File: src/rtl/seq_alu.sv
// rtl/seq_alu.sv - handshaked integer ALU with iterative multiply and optional divide
// Optional divider (divu/remu) is built only when SEQ_ALU_DIV_EN is defined.
module seq_alu #(
  parameter int WIDTH = 32,
  parameter int CNT_W = $clog2(WIDTH + 1)
) (
  input  logic             clk,
  input  logic             rst,
  input  logic             in_valid,
  output logic             in_ready,
  input  logic [3:0]       alu_op,
  input  logic [WIDTH-1:0] a,
  input  logic [WIDTH-1:0] b,
  output logic             out_valid,
  input  logic             out_ready,
  output logic [WIDTH-1:0] result,
  output logic             zero,
  output logic             div_by_zero,
  output logic             illegal_op
);

  localparam int SHW = $clog2(WIDTH);
  localparam logic [WIDTH-1:0] WIDTH_V = WIDTH'(WIDTH);

  localparam logic [3:0] OP_ADD  = 4'b0000;
  localparam logic [3:0] OP_SUB  = 4'b0001;
  localparam logic [3:0] OP_MUL  = 4'b0010;
  localparam logic [3:0] OP_SHL  = 4'b0011;
  localparam logic [3:0] OP_SHR  = 4'b0100;
  localparam logic [3:0] OP_SRA  = 4'b0101;
  localparam logic [3:0] OP_SLTU = 4'b0110;
  localparam logic [3:0] OP_SLT  = 4'b0111;
`ifdef SEQ_ALU_DIV_EN
  localparam logic [3:0] OP_DIVU = 4'b1010;
  localparam logic [3:0] OP_REMU = 4'b1011;
`endif

  typedef enum logic [1:0] {
    S_IDLE = 2'd0,
    S_BUSY = 2'd1,
    S_DONE = 2'd2
  } state_t;

  state_t             state_q, state_d;
  logic [3:0]         op_q, op_d;
  logic [WIDTH-1:0]   x_q, x_d;      // multiplicand / dividend-quotient shifter
  logic [WIDTH-1:0]   y_q, y_d;      // multiplier / divisor
  logic [WIDTH-1:0]   acc_q, acc_d;  // product / partial remainder
  logic [CNT_W-1:0]   cnt_q, cnt_d;
  logic [WIDTH-1:0]   result_q, result_d;
  logic               dbz_q, dbz_d;
  logic               ill_q, ill_d;

  logic [WIDTH-1:0]   quick_res;
  logic               quick_ill;
  logic               big_shift;
  logic [WIDTH-1:0]   mul_acc_nx;

  // Results of the single-cycle opcodes, computed straight from the inputs at accept.
  always_comb begin
    quick_res = '0;
    quick_ill = 1'b0;
    big_shift = (b >= WIDTH_V);
    case (alu_op)
      OP_ADD:  quick_res = a + b;
      OP_SUB:  quick_res = a - b;
      OP_SHL:  quick_res = big_shift ? '0 : (a << b[SHW-1:0]);
      OP_SHR:  quick_res = big_shift ? '0 : (a >> b[SHW-1:0]);
      OP_SRA:  quick_res = big_shift ? {WIDTH{a[WIDTH-1]}}
                                     : WIDTH'($signed(a) >>> b[SHW-1:0]);
      OP_SLTU: quick_res = {{(WIDTH-1){1'b0}}, (a < b)};
      OP_SLT:  quick_res = {{(WIDTH-1){1'b0}}, ($signed(a) < $signed(b))};
      OP_MUL:  quick_res = '0;
      default: quick_ill = 1'b1;
    endcase
  end

  assign mul_acc_nx = acc_q + (y_q[0] ? x_q : '0);

`ifdef SEQ_ALU_DIV_EN
  logic [WIDTH:0]     rem_sh, rem_diff;
  logic               div_ge;
  logic [WIDTH-1:0]   rem_nx, quo_nx;

  // Restoring step: shift in the next dividend bit, keep the difference if non-negative.
  always_comb begin
    rem_sh   = {acc_q, x_q[WIDTH-1]};
    rem_diff = rem_sh - {1'b0, y_q};
    div_ge   = ~rem_diff[WIDTH];
    rem_nx   = div_ge ? rem_diff[WIDTH-1:0] : rem_sh[WIDTH-1:0];
    quo_nx   = {x_q[WIDTH-2:0], div_ge};
  end
`endif

  always_comb begin
    state_d   = state_q;
    op_d      = op_q;
    x_d       = x_q;
    y_d       = y_q;
    acc_d     = acc_q;
    cnt_d     = cnt_q;
    result_d  = result_q;
    dbz_d     = dbz_q;
    ill_d     = ill_q;
    in_ready  = 1'b0;
    out_valid = 1'b0;
    case (state_q)
      S_IDLE: begin
        in_ready = 1'b1;
        if (in_valid) begin
          op_d  = alu_op;
          dbz_d = 1'b0;
          ill_d = 1'b0;
          if (alu_op == OP_MUL) begin
            x_d     = a;
            y_d     = b;
            acc_d   = '0;
            cnt_d   = CNT_W'(WIDTH);
            state_d = S_BUSY;
`ifdef SEQ_ALU_DIV_EN
          end else if (alu_op == OP_DIVU || alu_op == OP_REMU) begin
            if (b == '0) begin
              result_d = (alu_op == OP_REMU) ? a : '1;
              dbz_d    = 1'b1;
              state_d  = S_DONE;
            end else begin
              x_d     = a;
              y_d     = b;
              acc_d   = '0;
              cnt_d   = CNT_W'(WIDTH);
              state_d = S_BUSY;
            end
`endif
          end else begin
            result_d = quick_res;
            ill_d    = quick_ill;
            state_d  = S_DONE;
          end
        end
      end
      S_BUSY: begin
        cnt_d = cnt_q - CNT_W'(1);
        if (op_q == OP_MUL) begin
          acc_d = mul_acc_nx;
          x_d   = x_q << 1;
          y_d   = y_q >> 1;
          if (cnt_q == CNT_W'(1)) begin
            result_d = mul_acc_nx;
            state_d  = S_DONE;
          end
`ifdef SEQ_ALU_DIV_EN
        end else begin
          acc_d = rem_nx;
          x_d   = quo_nx;
          if (cnt_q == CNT_W'(1)) begin
            result_d = (op_q == OP_REMU) ? rem_nx : quo_nx;
            state_d  = S_DONE;
          end
`endif
        end
      end
      S_DONE: begin
        out_valid = 1'b1;
        if (out_ready) state_d = S_IDLE;
      end
      default: state_d = S_IDLE;
    endcase
  end

  always_ff @(posedge clk or posedge rst) begin
    if (rst) begin
      state_q  <= S_IDLE;
      op_q     <= '0;
      x_q      <= '0;
      y_q      <= '0;
      acc_q    <= '0;
      cnt_q    <= '0;
      result_q <= '0;
      dbz_q    <= 1'b0;
      ill_q    <= 1'b0;
    end else begin
      state_q  <= state_d;
      op_q     <= op_d;
      x_q      <= x_d;
      y_q      <= y_d;
      acc_q    <= acc_d;
      cnt_q    <= cnt_d;
      result_q <= result_d;
      dbz_q    <= dbz_d;
      ill_q    <= ill_d;
    end
  end

  assign result     = result_q;
  assign zero       = (state_q == S_DONE) && (result_q == '0);
  assign illegal_op = ill_q;
`ifdef SEQ_ALU_DIV_EN
  assign div_by_zero = dbz_q;
`else
  assign div_by_zero = 1'b0;
`endif

endmodule
File: config.mk
export PLATFORM = sky130hd
export DESIGN_NAME = seq_alu
export DESIGN_NICKNAME = d
export VERILOG_FILES = /design/src/rtl/seq_alu.sv
export SDC_FILE = /design/constraint.sdc
export NUM_CORES = 1
export LEC_CHECK = 0
export BUFFER_PORTS_ARGS = -buffer_cell sky130_fd_sc_hd__buf_2
export CAP_MARGIN = 20
export CORE_MARGIN = 4
export CORE_UTILIZATION = 35
export CTS_CLUSTER_SIZE = 14
export DETAILED_ROUTE_END_ITERATION = 8
export SYNTH_ARGS = -nofsm -noshare
export SYNTH_HDL_FRONTEND = slang
export SYNTH_SLANG_ARGS = --single-unit
File: constraint.sdc
create_clock -name clk -period 5.11 [get_ports clk]
set_clock_uncertainty 0.05 [all_clocks]
set_input_delay 1.022 -clock clk [delete_from_list [all_inputs] [get_ports clk]]
set_output_delay 1.022 -clock clk [all_outputs]
set_load 0.005 [all_outputs]
==> run metrics, run 1 <==
status=complete, no violations; final setup fails=0; fin crit share=a little under nine tenths; First-pass DRT Iterations=5; port bufs=107; Lkg Pwr=~0.0074 uW; fmax=about 0.23 GHz; Rel. slew slack=between 20 and 30%; Worst-Margin Slew=1.08 ns; post-synthesis mux area share=10.6%; NumNets Final=about 2,300; CTS buffer count=17; number of antenna violations at the first check in global routing=2; Antenna Nets Post-Route=0; H-tree levels=4; core area=~43,000 um2; total gr overflow=0; final wirelength=66,300 um; Via Count=~17,000; Tmin final=~4.4 ns; pin count of the biggest net entering global routing=81; Critical Path Sink Type=flop; CTS max path bufs=2; register bit count reported by yosys=approximately 140; peak supply drop=around 0.2 mV; Clk Latency, worst-skew pair=between 0.4 and 0.5 ns; wire per inst=~24 um; Syn Nets=2,257; Synth Instances=between 2,000 and 2,500; Ports=approximately 110; Fillers=around 4,600; final slew viol count=0; RSZ-0062 raised after global routing=false; total power after layout=between 5000 and 6000 uW; layout cells sized above 1=roughly an eighth; register area share after synthesis=23.0%; largest family of logic cells by synthesized area=compound AO/OA/AOI/OAI gates; sum of negative setup slack=0 ns; pwr dens=322 nW/um2; Initial Util=a little over a third; GRT Total Usage=27.5%; vias in the first global route=15,455; # resized after CTS=0; CTS tree=done; adder-cell share of the synthesized area=8.32%; Post-Syn Area per Cell=roughly 7.3 um2; die area=47,200 um2; Synth Area in XOR/XNOR=3.03%; number of flops mapped to enable cells by yosys=0; final hold viol count=0; clock root buffer=clkbuf_16; crit path DAT=4.68 ns; Hold Crit Class=flop to flop; distinct cell type count after synthesis=between 80 and 90; asr flop ratio synth=100%; Vert. Die Dim=between 200 and 250 um; dpl hpwl=around 52,000 um; Post-CTS Hold Fix Bufs=0; CP max FO=22; die width=about 220 um; CTS sink cnt=between 100 and 150; critical path data required time=5.38 ns; vias per std cell=6.12; Clock transition at path regs=~0.07 ns; Area Overhead vs Synth=11.3%; synthesized area=approximately 15,000 um2; Max-Cap Viols=0; post-synthesis compound-gate area fraction=approximately a quarter; Setup Buffers After CTS=0; Cell Rows=76; kind of critical path=input pin to flop; Synth Area in Simple Gates=between 20% and 30%; initial detailed-routing violation count=2,193; DRC=0; crit path launch type=input pin; first-pass GRT wire length=99,500 um; Yosys warnings=0; Main synth FF type=dfrtp_1; RePlAce Congestion=between 1 and 1.5
-- Yosys cell counts (13+ instances only) --
| library cell | number | area (um2) |
|---|---|---|
| nand2_1 | 316 | 1190 |
| nor2_1 | 264 | 991 |
| a21oi_1 | 164 | 821 |
| dfrtp_1 | 141 | 3530 |
| o21ai_0 | 137 | 686 |
| clkbuf_1 | 105 | 394 |
| ha_1 | 97 | 1210 |
| a31oi_1 | 86 | 538 |
| inv_1 | 79 | 297 |
| mux2i_1 | 72 | 721 |
| and2_1 | 44 | 275 |
| xnor2_1 | 40 | 350 |
| nand3_1 | 37 | 185 |
| nor3_1 | 36 | 180 |
| a211oi_1 | 30 | 225 |
| mux4_2 | 30 | 676 |
| nor4_1 | 28 | 175 |
| a21o_1 | 25 | 188 |
| buf_1 | 23 | 86.3 |
| o211ai_1 | 23 | 173 |
| o31ai_1 | 22 | 165 |
| o22ai_1 | 21 | 131 |
| mux2_2 | 20 | 225 |
| buf_2 | 16 | 80.1 |
| o21bai_1 | 15 | 113 |
| or3_1 | 14 | 87.6 |
| nor2b_1 | 13 | 81.3 |
| xor2_1 | 13 | 114 |
-- stage by stage --
| stage | utilization [%] | std cells | cell area [um2] | worst slack, ns | hold slack [ns] |
|---|---|---|---|---|---|
| after floorplan | - | 2085 | 15300 | 0.257 | 0.392 |
| after global placement | 38.1 | 2679 | 16400 | 0.602 | 0.406 |
| after detailed placement | 38.1 | 2679 | 16400 | 0.448 | 0.417 |
| after CTS | 39.5 | 2711 | 17000 | 0.761 | 0.431 |
| after global routing | 39.5 | 2711 | 17000 | 0.482 | 0.440 |
| final | 39.5 | 2712 | 17000 | 0.702 | 0.428 |
-- cell families (layout without fill, tap and decap cells) --
group,after synthesis,count (layout)
other,1,2
and+or+nand+nor,804,804
DFF,141,141
AOI/OAI and AO/OA,638,638
xor gates and xnor gates,53,53
adders and majority gates,100,100
buffers and inverters,226,267
muxes,122,122
-- sequential cells by signal (all words and copies together), names as in the netlist --
signal      count
y_q            32
op_q            4
cnt_q           6
result         32
acc_q          32
illegal_op      1
x_q            32
state_q         2
-- per-layer routing --
metal / track usage, % / routed length, um
met1: 39.5 / 29900
met2: 40.8 / 28200
met3: 3.64 / 4920
met4: 13.2 / 3210
met5: 0 / 0
-- worst max-delay path: stages --
cell and delay, ns:
buf_4 0.22, ha_1 0.26, fa_1 0.40, nor2b_1 0.17, o211ai_1 0.14, a21boi_0 0.39
a311oi_1 0.28, o31ai_1 0.58, a21oi_1 0.20, o31ai_1 0.49, o21ai_0 0.18, nor3b_1 0.24
o21ai_0 0.10
-- cell type report --
class                      count  area [um2]  share of cell area, %
tap                          585         732                   4.30
sequential                   141        3530                   20.7
clock inverter                14         158                  0.925
clock buffer                  18         439                   2.58
inverter                      81         309                   1.81
multi-input combinational   1718       11000                   64.3
antenna                        1        2.50                 0.0147
timing repair buffer         154         916                   5.37
-- power by group --
group          leakage [uW]  switching, uW  total (uW)  internal, uW
combinational       0.00544           1530        2490           960
clock              0.000290            556        1300           740
sequential          0.00168            284        1700          1420
-- placed cells by master (no fill, tap or decap), drive strengths merged, types with 6 or more instances in the layout --
cell type / synthesis / final
nand2: 316 / 316
nor2: 264 / 264
a21oi: 168 / 168
buf: 40 / 154
o21ai: 142 / 142
dfrtp: 141 / 141
ha: 97 / 97
a31oi: 86 / 86
inv: 81 / 86
mux2i: 72 / 72
and2: 44 / 44
xnor2: 40 / 40
nand3: 37 / 37
nor3: 37 / 37
mux4: 30 / 30
a211oi: 30 / 30
nor4: 28 / 28
a21o: 25 / 25
o211ai: 23 / 23
o31ai: 23 / 23
o22ai: 21 / 21
mux2: 20 / 20
clkbuf: 105 / 18
o21bai: 15 / 15
or3: 14 / 14
xor2: 13 / 13
nor2b: 13 / 13
nand4: 12 / 12
nand2b: 12 / 12
o21a: 11 / 11
a22oi: 10 / 10
a221oi: 8 / 8
and3: 7 / 7
o311ai: 6 / 6
o221ai: 6 / 6
a211o: 6 / 6
-- worst paths after layout --
kind	startpoint	end	slack, ns	cells after the start
setup / recovery	b[0]	result[30]	0.70	13
hold / removal	op_q[0]	op_q[0]	0.43	2
setup reg to reg	y_q[0]	result[28]	0.72	14
hold reg to reg	op_q[0]	op_q[0]	0.43	2
max in group asynchronous	rst	acc_q[31]	3.32	3
min in group asynchronous	rst	acc_q[12]	0.63	2
(Power assumes the default switching activity.)
==> inputs of run 2 (changes only) <==
REMOVE_ABC_BUFFERS = 1   (was default)
==> run metrics, run 2 (same netlist as run 1, synthesis figures left out) <==
status=complete, no violations; die width=217 um (unchanged); core area=43,200 um2 (unchanged); vias in the first global route=15,485 (+0.19%); Setup Buffers After CTS=0 (unchanged); Post-Place Worst Slack=0.506 ns (+0.0584 ns); pin count of the biggest net entering global routing=72 (-11%); total power after layout=5500 uW (+0.29%); Clk Latency, worst-skew pair=0.47 ns (about the same); fmax=0.230 GHz (+1.2%); final wirelength=64,100 um (-3.3%); final worst-path setup slack=0.755 ns (+0.0525 ns); pwr dens=321 nW/um2 (-0.12%); RePlAce Congestion=0.998 (-3.1%); number of antenna violations at the first check in global routing=0 (-2); commonest non-fill, non-tap cell in the layout=nand2_1; fin crit share=85.2% (-1.0 points); Combinational Power Share=44.3% (-1.0 points); n_diodes=0 (-1); reg2reg setup slack=0.75 ns (+0.03 ns); CTS buffer count=17 (unchanged); Ports=109 (unchanged); CP max FO=33 (+50%); crit path launch type=flop; peak supply drop=0.264 mV (+33%); Psw=2350 uW (-0.90%); Via Count=16,350 (-1.5%); Post-CTS Hold Fix Bufs=0 (unchanged); sequential power share=30.7% (-0.3 points); Finished Core Util=39.6% (+0.16 points); sw frac=42.6% (-0.51 points); Antenna Nets Post-Route=0 (unchanged); Worst-Margin Slew=1.05 ns (-0.0271 ns); CTS tree=done; crit path DAT=4.62 ns (-0.06 ns); CTS sink cnt=141 (unchanged); Cell Rows=76 (unchanged); Max-Cap Viols=0 (unchanged); Clock transition at path regs=0.07 ns (about the same); layout cells sized above 1=12.8% (+0.20 points); FF-to-FF Start=y_q[0]; final slew viol count=0 (unchanged); Tmin final=4.36 ns (-0.0525 ns); Area Overhead vs Synth=11.7%; most frequent cells in the layout=nand2_1, nor2_1, a21oi_1; NumNets Final=2,291 (+0.26%); Vert. Die Dim=217 um (unchanged); Worst Setup SP=y_q[0]; sum of negative setup slack=0 ns (unchanged); clock root buffer=clkbuf_16; GRT Total Usage=26.5% (-1.0 points); kind of critical path=flop to flop; final hold slack=0.427 ns (-0.000627 ns); Initial Util=35.5% (unchanged); total gr overflow=0 (unchanged); final hold viol count=0 (unchanged); CTS max path bufs=2 (unchanged); Lkg Pwr=0.00745 uW (+0.52%); critical path data required time=5.38 ns (about the same); die area=47,200 um2 (unchanged); first-pass GRT wire length=96,700 um (-2.8%); # resized after CTS=0 (unchanged); Hold Startpoint=acc_q[14]; initial detailed-routing violation count=1,619 (-26%); wire per inst=23.6 um (-3.4%); First-pass DRT Iterations=5 (unchanged); DRC=0 (unchanged); Rel. slew slack=29.9% (+1.5 points); Critical Path Sink Type=flop; Hold Crit Class=flop to flop; vias per std cell=6.02 (-1.7%); Pint=3160 uW (+1.2%); RSZ-0062 raised after global routing=false; H-tree levels=4 (unchanged); dpl hpwl=48,700 um (-5.6%); port bufs=107 (unchanged); Clock power frac=24.9% (+1.3 points); final setup fails=0 (unchanged)
run 2: cell count changes in the layout (fill, tap and decap cells not counted), sizes merged:
cell / previous run / this run
bufinv: 2 / 3
diode: 1 / 0
clkinv: 5 / 2
inv: 86 / 87
clkinvlp: 2 / 3
buf: 154 / 160
run 2: metal layers:
metal | track usage [%] | up-vias | part of all wire, %
li1 | - | 7601 | -
met1 | 36.2 | 7938 | 44
met2 | 42.2 | 678 | 46
met3 | 4.01 | 133 | 6.4
met4 | 10.6 | 0 | 4.2
met5 | 0 | - | 0
run 2: stage by stage:
stage          instances  instance area (um2)
2_1_floorplan       1940                14700
3_3_place_gp        2685                16500
3_5_place_dp        2685                16500
4_1_cts             2717                17100
5_1_grt             2717                17100
6_report            2717                17100
run 2: worst paths after layout:
kind / end / depth (start not counted)
setup / recovery: result[27] / 11
max in group asynchronous: y_q[15] / 3
min in group asynchronous: cnt_q[0] / 2
hold / removal: acc_q[14] / 2
setup reg to reg: result[27] / 11
hold reg to reg: acc_q[14] / 2
run 2: area by class of cell:
type / instances / area [um2]
tap: 585 / 732
multi-input combinational: 1718 / 11000
fill: 4540 / 26100
clock buffer: 18 / 429
clock inverter: 14 / 181
sequential: 141 / 3530
timing repair buffer: 160 / 973
inverter: 81 / 309
run 2: critical path, stage by stage, from the launching register on:
cell	delay (ns)
dfrtp_1	0.93
and2_1	0.25
ha_1	0.30
a21oi_2	0.19
nand2_1	0.12
or3_1	0.39
a2111o_1	0.48
a21bo_1	0.27
a31oi_1	0.20
nor2b_1	0.07
o31ai_1	0.71
o221ai_1	0.23
run 2: power groups by stage:
| stage | sequential, uW | combinational, uW | clock, uW |
|---|---|---|---|
| 2_1_floorplan | 1610 | 1640 | 0 |
| 3_3_place_gp | 1700 | 2370 | 0 |
| 3_5_place_dp | 1710 | 2390 | 0 |
| 4_1_cts | 1690 | 2410 | 1400 |
| 5_1_grt | 1730 | 2670 | 1430 |
| 6_report | 1690 | 2440 | 1370 |
